<file path="config.mk">
export PLATFORM = sky130hd
export DESIGN_NAME = bus_interface
export DESIGN_NICKNAME = d
export VERILOG_FILES = /design/src/rtl/bus_interface_pkg.sv /design/src/rtl/bus_interface.sv
export SDC_FILE = /design/constraint.sdc
export NUM_CORES = 1
export LEC_CHECK = 0
export CAP_MARGIN = 20
export CORE_ASPECT_RATIO = 0.7
export CORE_MARGIN = 2
export CORE_UTILIZATION = 49
export DETAILED_ROUTE_END_ITERATION = 16
export HOLD_SLACK_MARGIN = 0.1
export MAX_ROUTING_LAYER = met4
export PLACE_DENSITY = 0.85
export SYNTH_ARGS = -nofsm -noshare
export SYNTH_HDL_FRONTEND = slang
export SYNTH_SLANG_ARGS = --single-unit
</file>
<file path="constraint.sdc">
create_clock -name Clock -period 3.2 [get_ports Clock]
set_input_delay 0.48 -clock Clock [delete_from_list [all_inputs] [get_ports Clock]]
set_output_delay 0.48 -clock Clock [all_outputs]
set_load 0.05 [all_outputs]
</file>
<file path="src/rtl/bus_interface_pkg.sv">
// Shared CPU bus definitions: bus state encoding, bus width and strobe timeout.
package bus_interface_pkg;

    localparam int BUS_WIDTH     = 16;
    localparam int TIMEOUT_LIMIT = 16;
    localparam int TIMEOUT_W     = $clog2(TIMEOUT_LIMIT);

    typedef enum logic [1:0] {
        IDLE    = 2'd0,
        ADDR    = 2'd1,
        STROBE  = 2'd2,
        RECOVER = 2'd3
    } bus_state_t;

endpackage

</file>
<file path="src/rtl/bus_interface.sv">
// Multiplexed address/data bus master: turns a single request handshake into an
// ALE / strobe / recover cycle with programmable wait states and an nWait timeout.
module bus_interface
    import bus_interface_pkg::*;
(
    input  logic                 Clock,
    input  logic                 nReset,
    input  logic                 ReqValid,
    input  logic                 ReqWrite,
    input  logic [BUS_WIDTH-1:0] ReqAddr,
    input  logic [BUS_WIDTH-1:0] ReqWData,
    input  logic [1:0]           WaitStates,
    output logic                 ReqReady,
    output logic [BUS_WIDTH-1:0] RData,
    output logic                 BusErr,
    output logic                 Busy,
    output logic [BUS_WIDTH-1:0] BusOut,
    output logic                 BusOe,
    input  logic [BUS_WIDTH-1:0] BusIn,
    output logic                 ALE,
    output logic                 nME,
    output logic                 nOE,
    output logic                 nWE,
    input  logic                 nWait
);

    localparam logic [TIMEOUT_W-1:0] TIMEOUT_LAST = TIMEOUT_W'(TIMEOUT_LIMIT - 1);

    bus_state_t           state;
    bus_state_t           next_state;
    logic [BUS_WIDTH-1:0] addr_q;
    logic [BUS_WIDTH-1:0] wdata_q;
    logic                 write_q;
    logic [1:0]           ws_q;
    logic [1:0]           wait_cnt;
    logic [TIMEOUT_W-1:0] timeout_cnt;
    logic [BUS_WIDTH-1:0] rdata_q;
    logic                 err_q;
    logic                 wait_done;
    logic                 strobe_end;
    logic                 timed_out;

    always_ff @(posedge Clock or negedge nReset) begin
        if (!nReset) begin
            state <= IDLE;
        end else begin
            state <= next_state;
        end
    end

    // nWait only matters once the programmed wait states have been used up.
    always_comb begin
        wait_done  = (wait_cnt == 2'd0);
        strobe_end = wait_done && nWait;
        timed_out  = wait_done && !nWait && (timeout_cnt == TIMEOUT_LAST);
        next_state = state;
        case (state)
            IDLE:    if (ReqValid) next_state = ADDR;
            ADDR:    next_state = STROBE;
            STROBE:  if (strobe_end || timed_out) next_state = RECOVER;
            RECOVER: next_state = IDLE;
            default: next_state = IDLE;
        endcase
    end

    // err_q is rewritten every cycle so it can only be high in the RECOVER after an abort.
    always_ff @(posedge Clock or negedge nReset) begin
        if (!nReset) begin
            addr_q      <= '0;
            wdata_q     <= '0;
            write_q     <= 1'b0;
            ws_q        <= 2'd0;
            wait_cnt    <= 2'd0;
            timeout_cnt <= '0;
            rdata_q     <= '0;
            err_q       <= 1'b0;
        end else begin
            err_q <= 1'b0;
            case (state)
                IDLE: begin
                    if (ReqValid) begin
                        addr_q  <= ReqAddr;
                        wdata_q <= ReqWData;
                        write_q <= ReqWrite;
                        ws_q    <= WaitStates;
                    end
                end
                ADDR: begin
                    wait_cnt    <= ws_q;
                    timeout_cnt <= '0;
                end
                STROBE: begin
                    if (!wait_done) begin
                        wait_cnt <= wait_cnt - 2'd1;
                    end else if (nWait) begin
                        if (!write_q) rdata_q <= BusIn;
                    end else if (timed_out) begin
                        err_q <= 1'b1;
                    end else begin
                        timeout_cnt <= timeout_cnt + TIMEOUT_W'(1);
                    end
                end
                default: ;
            endcase
        end
    end

    // Bus pins are pure decodes of the state and the latched request.
    always_comb begin
        ALE    = 1'b0;
        nME    = 1'b1;
        nOE    = 1'b1;
        nWE    = 1'b1;
        BusOe  = 1'b0;
        BusOut = '0;
        case (state)
            ADDR: begin
                ALE    = 1'b1;
                nME    = 1'b0;
                BusOe  = 1'b1;
                BusOut = addr_q;
            end
            STROBE: begin
                nME = 1'b0;
                if (write_q) begin
                    nWE    = 1'b0;
                    BusOe  = 1'b1;
                    BusOut = wdata_q;
                end else begin
                    nOE = 1'b0;
                end
            end
            default: ;
        endcase
    end

    assign ReqReady = (state == RECOVER);
    assign Busy     = (state != IDLE);
    assign BusErr   = err_q;
    assign RData    = rdata_q;

endmodule

</file>
# == Word level (Yosys, flattened, before mapping) ==
# Cells that the tools add are included.
# word_totals
out_inout_bits,40
regBits,60
wordCells,59
# op_classes
bitwise_logic,1
eq_ne,10
n_reduce_logical,15
mux,22
addsub,2
# ops
operator,n
$pmux W16 S2,1
$mux W16,1
$mux W4,3
$ne A2 B2 Y1 const B,6
$mux W1,10
$pmux W2 S4,1
$pmux W4 S2,1
$reduce_and A4 Y1,2
$mux W2,3
$reduce_and A2 Y1,3
$add A4 B1 Y4 const B,1
$eq A2 B2 Y1 const B,2
$eq A4 B4 Y1 const B,1
$logic_not A2 Y1,2
$pmux W2 S2,1
$reduce_bool A2 Y1,2
$logic_and A1 B1 Y1,3
$eq A2 B1 Y1 const B,1
$pmux W1 S2,1
$reduce_or A2 Y1,1
$sub A2 B1 Y2 const B,1
$logic_not A1 Y1,1
$logic_or A1 B1 Y1,1
$not A1 Y1,1

# == Longest topological paths before layout ==
# logic_depth
depth_word,7
depth_mapped,7
ltp_nobuf,5

# == Least setup slack after synthesis ==
# OpenSTA, ideal clock, no wires.
# synth_timing
path_type,register to output
startpoint,register state[1]
endpoint,output BusOe
required_time_ns,2.720
stages_incl_launch_ff,6
t_arrival_ns,2.183
slack_ns,0.537
n_path_buf,1
cell_sequence,dfrtp_1 > inv_1 > ha_1 > clkbuf_1 > inv_1 > a21oi_1
# synth_via
elab_chain_cells,2
elab_cells_between_ends,3
classes_between,eq/ne (2); mux (1)
# synth_rtl
item,line,text
start: declaration,bus_interface.sv:29,bus_state_t state;
start signal: assignment,bus_interface.sv:47,state <= next_state;
$eq A2 B2 Y1 or $eq A2 B1 Y1 (tied branches),bus_interface.sv:116,case (state)
$pmux W1 S2 (*),bus_interface.sv:116,
end: declaration,bus_interface.sv:18,"output logic BusOe,"
# Mark *: on every way between the ends. The rest lies on a longest branch, timed or not.

# == Worst setup path after layout ==
# layout_timing
startpoint,register state[0]
endpoint,output BusOut[4]
# layout_via
elab_chain_cells,2
elab_cells_between_ends,3
classes_between,eq/ne (2); mux (1)
# layout_rtl
item,line,text
$eq A2 B2 Y1 or $eq A2 B1 Y1 (tied branches),bus_interface.sv:116,
$pmux W16 S2 (*),bus_interface.sv:116,
end: declaration,bus_interface.sv:17,"output logic [BUS_WIDTH-1:0] BusOut,"
# Marks and branches as above.

==> flow_metrics.tcl <==
set metrics [dict create \
    htree_levels 3 \
    antenna_found_initial 0 \
    syn2layout_area_growth_pct 48.43 \
    clock.fmax_mhz 364.8 \
    grt-ovfl-total 0 \
    rr_startpoint "state[0]" \
    max_cap_violations 0 \
    ys_warn_count 0 \
    drc 0 \
    period_needed_ns 2.742 \
    drt-vias-per-instance 5.193 \
    maxSlewHeadroom 0.3775 \
    regArea_sq_um 1501 \
    cts.hold.buffers_added 0 \
    outcome "completed" \
    grt_pass1_wl_mm 10.88 \
    fin_skew_ns 0.009307 \
    arrival_ns 2.26 \
    critPathRequiredTime_ns 2.72 \
    clock-sinks 60 \
    finalPower_mw 4.770 \
    hold_class "in2async" \
    drive_above_1_share 0.2911 \
    hold_viol 0 \
    p_per_area_nw_per_um2 1152 \
    setup-violations-final 0 \
    portBuffers 94 \
    die_h_um 67.14 \
    cts_buffers 9 \
    synth_area_leaders "dfrtp_1 (54%), mux2_2 (17%), mux2_4 (5.4%), a22oi_1 (4.3%), ha_1 (3.1%)" \
    track_usage 0.2388 \
    drt-pass1-iter-count 4 \
    synth_flop_cell "dfrtp_1" \
    pwr-share-clk 0.137 \
    worst_pin_slew_ns 0.9337 \
    cts_setup_buffers 0 \
    n_fill_cell 349 \
    cts.repair.resized 0 \
    netlist_area_sq_um 2790 \
    multi_input_area_sq_um 1191 \
    setup_tns_ns 0 \
    cts-root-buf "clkbuf_8" \
    start_util 0.5198 \
    cts_buffer_depth 2 \
    ys_ff_latch 60 \
    grt_start_max_net_pins 45 \
    drtAntennaViolNets 0 \
    yosysSeqAreaShare 0.5381 \
    clk_pin_slew_ns 0.07 \
    dieWidth_um 94.19 \
    postSynthCellCount 214 \
    yosysTopAreaCell "dfrtp_1" \
    intPower_mw 2.720 \
    fin_area_sq_um 4141 \
    pwr-share-seq 0.281 \
    clk_latency_ns 0.34 \
    worst-r2r-setup-slack_ns 1.29 \
    grt_setup_unrepaired "no" \
    p_comb_frac 0.582 \
    postPlaceCellArea_sq_um 3958 \
    die-area_sq_um 6323 \
    endpoint_kind "primary output" \
    core_area_sq_um 5368 \
    slew_viol_final 0 \
    place_worst_setup_slack_ns 0.7755 \
    leakage_nw 1.793 \
    period_share 0.8567 \
    synth.avg_cell_area_sq_um 13.04 \
    synth_top_area_frac 0.5381 \
    grt_pass1_vias 2232 \
    worstRegToRegCells 5 \
    dr_total_vias 2015 \
    syn-num-nets 276 \
    crit_start "state[0]" \
    rows 22 \
    synth_edf_count 0 \
    crit_path_end "BusOut[4]" \
    r2r-end "wdata_q[4]" \
    gp_congestion 0.8681 \
    drt-total-wl_mm 6.416 \
    ioPinCount 95 \
    ys_async_sr_fraction 1.000 \
    cts_tree "built" \
    switching_share 0.4298 \
    crit_type "reg2out" \
    routedWlPerCell_um 16.54 \
    crit_path_max_fanout 17 \
    diodes 0 \
    ys_types 36 \
    nets 374 \
    worst_setup_path_start_kind "flip-flop" \
    setup_ws_ns 0.4584 \
    p_sw_mw 2.050 \
    ir_worst_vdd_v 0.0006825 \
    drt_first_iter_violations 108 \
    place_hpwl_mm 4.680 \
]
-- cells in the mapped netlist, types with 2 or more instances --
master / n
nor2b_1: 3
nor2_1: 18
o211ai_1: 2
clkbuf_1: 4
a21oi_1: 7
a2bb2oi_1: 2
buf_2: 6
mux2_2: 42
ha_1: 7
nor3_1: 3
a22oi_1: 16
nand2_1: 5
dfrtp_1: 60
inv_1: 8
mux2_4: 10
-- cell usage in the layout (no fill, tap or decap), types with 2 or more instances in the layout --
master           netlist  final
a21oi_1                7      7
a22oi_1               16     16
a2bb2oi_1              2      2
buf_12                 0     17
buf_4                  1      6
clkbuf_1               4      3
clkbuf_8               0     10
clkdlybuf4s50_1        0     75
dfrtp_1               60     60
ha_1                   7      7
inv_1                  8      8
mux2_2                42     42
mux2_4                10     10
nand2_1                5      5
nor2_1                18     18
nor2b_1                3      3
nor3_1                 3      3
o211ai_1               2      2
-- power by group through the flow --
stage | Combinational [mW] | Clock, mW | Sequential, mW
after detailed placement | 2.80 | 0 | 1.34
after floorplan | 1.45 | 0 | 1.63
after CTS | 2.81 | 0.667 | 1.33
final | 2.78 | 0.655 | 1.34
after global routing | 2.95 | 0.701 | 1.38
after global placement | 2.72 | 0 | 1.33
-- per-layer routing --
| metal | GRT usage | wire, um | vias to the layer above |
|---|---|---|---|
| met5 | - | 0 | - |
| met4 | 0.07246 | 98 | 0 |
| met3 | 0.09040 | 493 | 11 |
| met2 | 0.3554 | 2904 | 81 |
| met1 | 0.3075 | 2919 | 965 |
| li1 | - | - | 958 |
-- worst max-delay path: stages, from the launching register on --
cell,delay [ns]
dfrtp_1,0.41
inv_1,0.13
ha_1,0.20
and2_1,0.57
a22oi_1,0.18
nor2_1,0.25
buf_12,0.18
-- flip-flops by register name (all words and copies together) (netlist names) --
name / cells
addr_q: 16
wait_cnt: 2
timeout_cnt: 4
RData: 16
state: 2
ws_q: 2
wdata_q: 16
write_q: 1
BusErr: 1
-- how the worst min path moves through the flow --
| stage | startpoint | to | slack [ns] | depth (start not counted) |
|---|---|---|---|---|
| 3_5_place_dp | RData[2] | RData[2] | 0.49 | 1 |
| 2_1_floorplan | nReset | BusErr | 0.18 | 0 |
| 4_1_cts | nReset | RData[5] | 0.32 | 1 |
| 6_report | nReset | RData[5] | 0.28 | 1 |
| 5_1_grt | nReset | RData[3] | 0.38 | 1 |
| 3_3_place_gp | addr_q[14] | addr_q[14] | 0.49 | 1 |
-- final cells by class --
class / count / area share
repair buffers: 99 / 0.2755
well taps: 72 / 0.02175
inverters: 9 / 0.008157
clock inverters: 2 / 0.008459
clock buffers: 13 / 0.03595
multi-input cells: 133 / 0.2876
flip-flops and latches: 60 / 0.3625
-- stage by stage --
stage               utilization  hold WS, ns  instances
floorplan                     -       0.1844        214
detailed placement       0.7373       0.4933        373
global route             0.7716       0.3764        388
CTS                      0.7716       0.3199        388
finish                   0.7716       0.2782        388
global placement         0.7373       0.4875        373
-- kinds of logic after synthesis --
logic type / Yosys count / synth area share
simple gates: 41 / 0.08341
fa+ha+maj: 7 / 0.03139
buf+inv: 21 / 0.03498
flops: 60 / 0.5381
mux: 53 / 0.2269
compound gates: 32 / 0.08520
(Power assumes the default switching activity.)
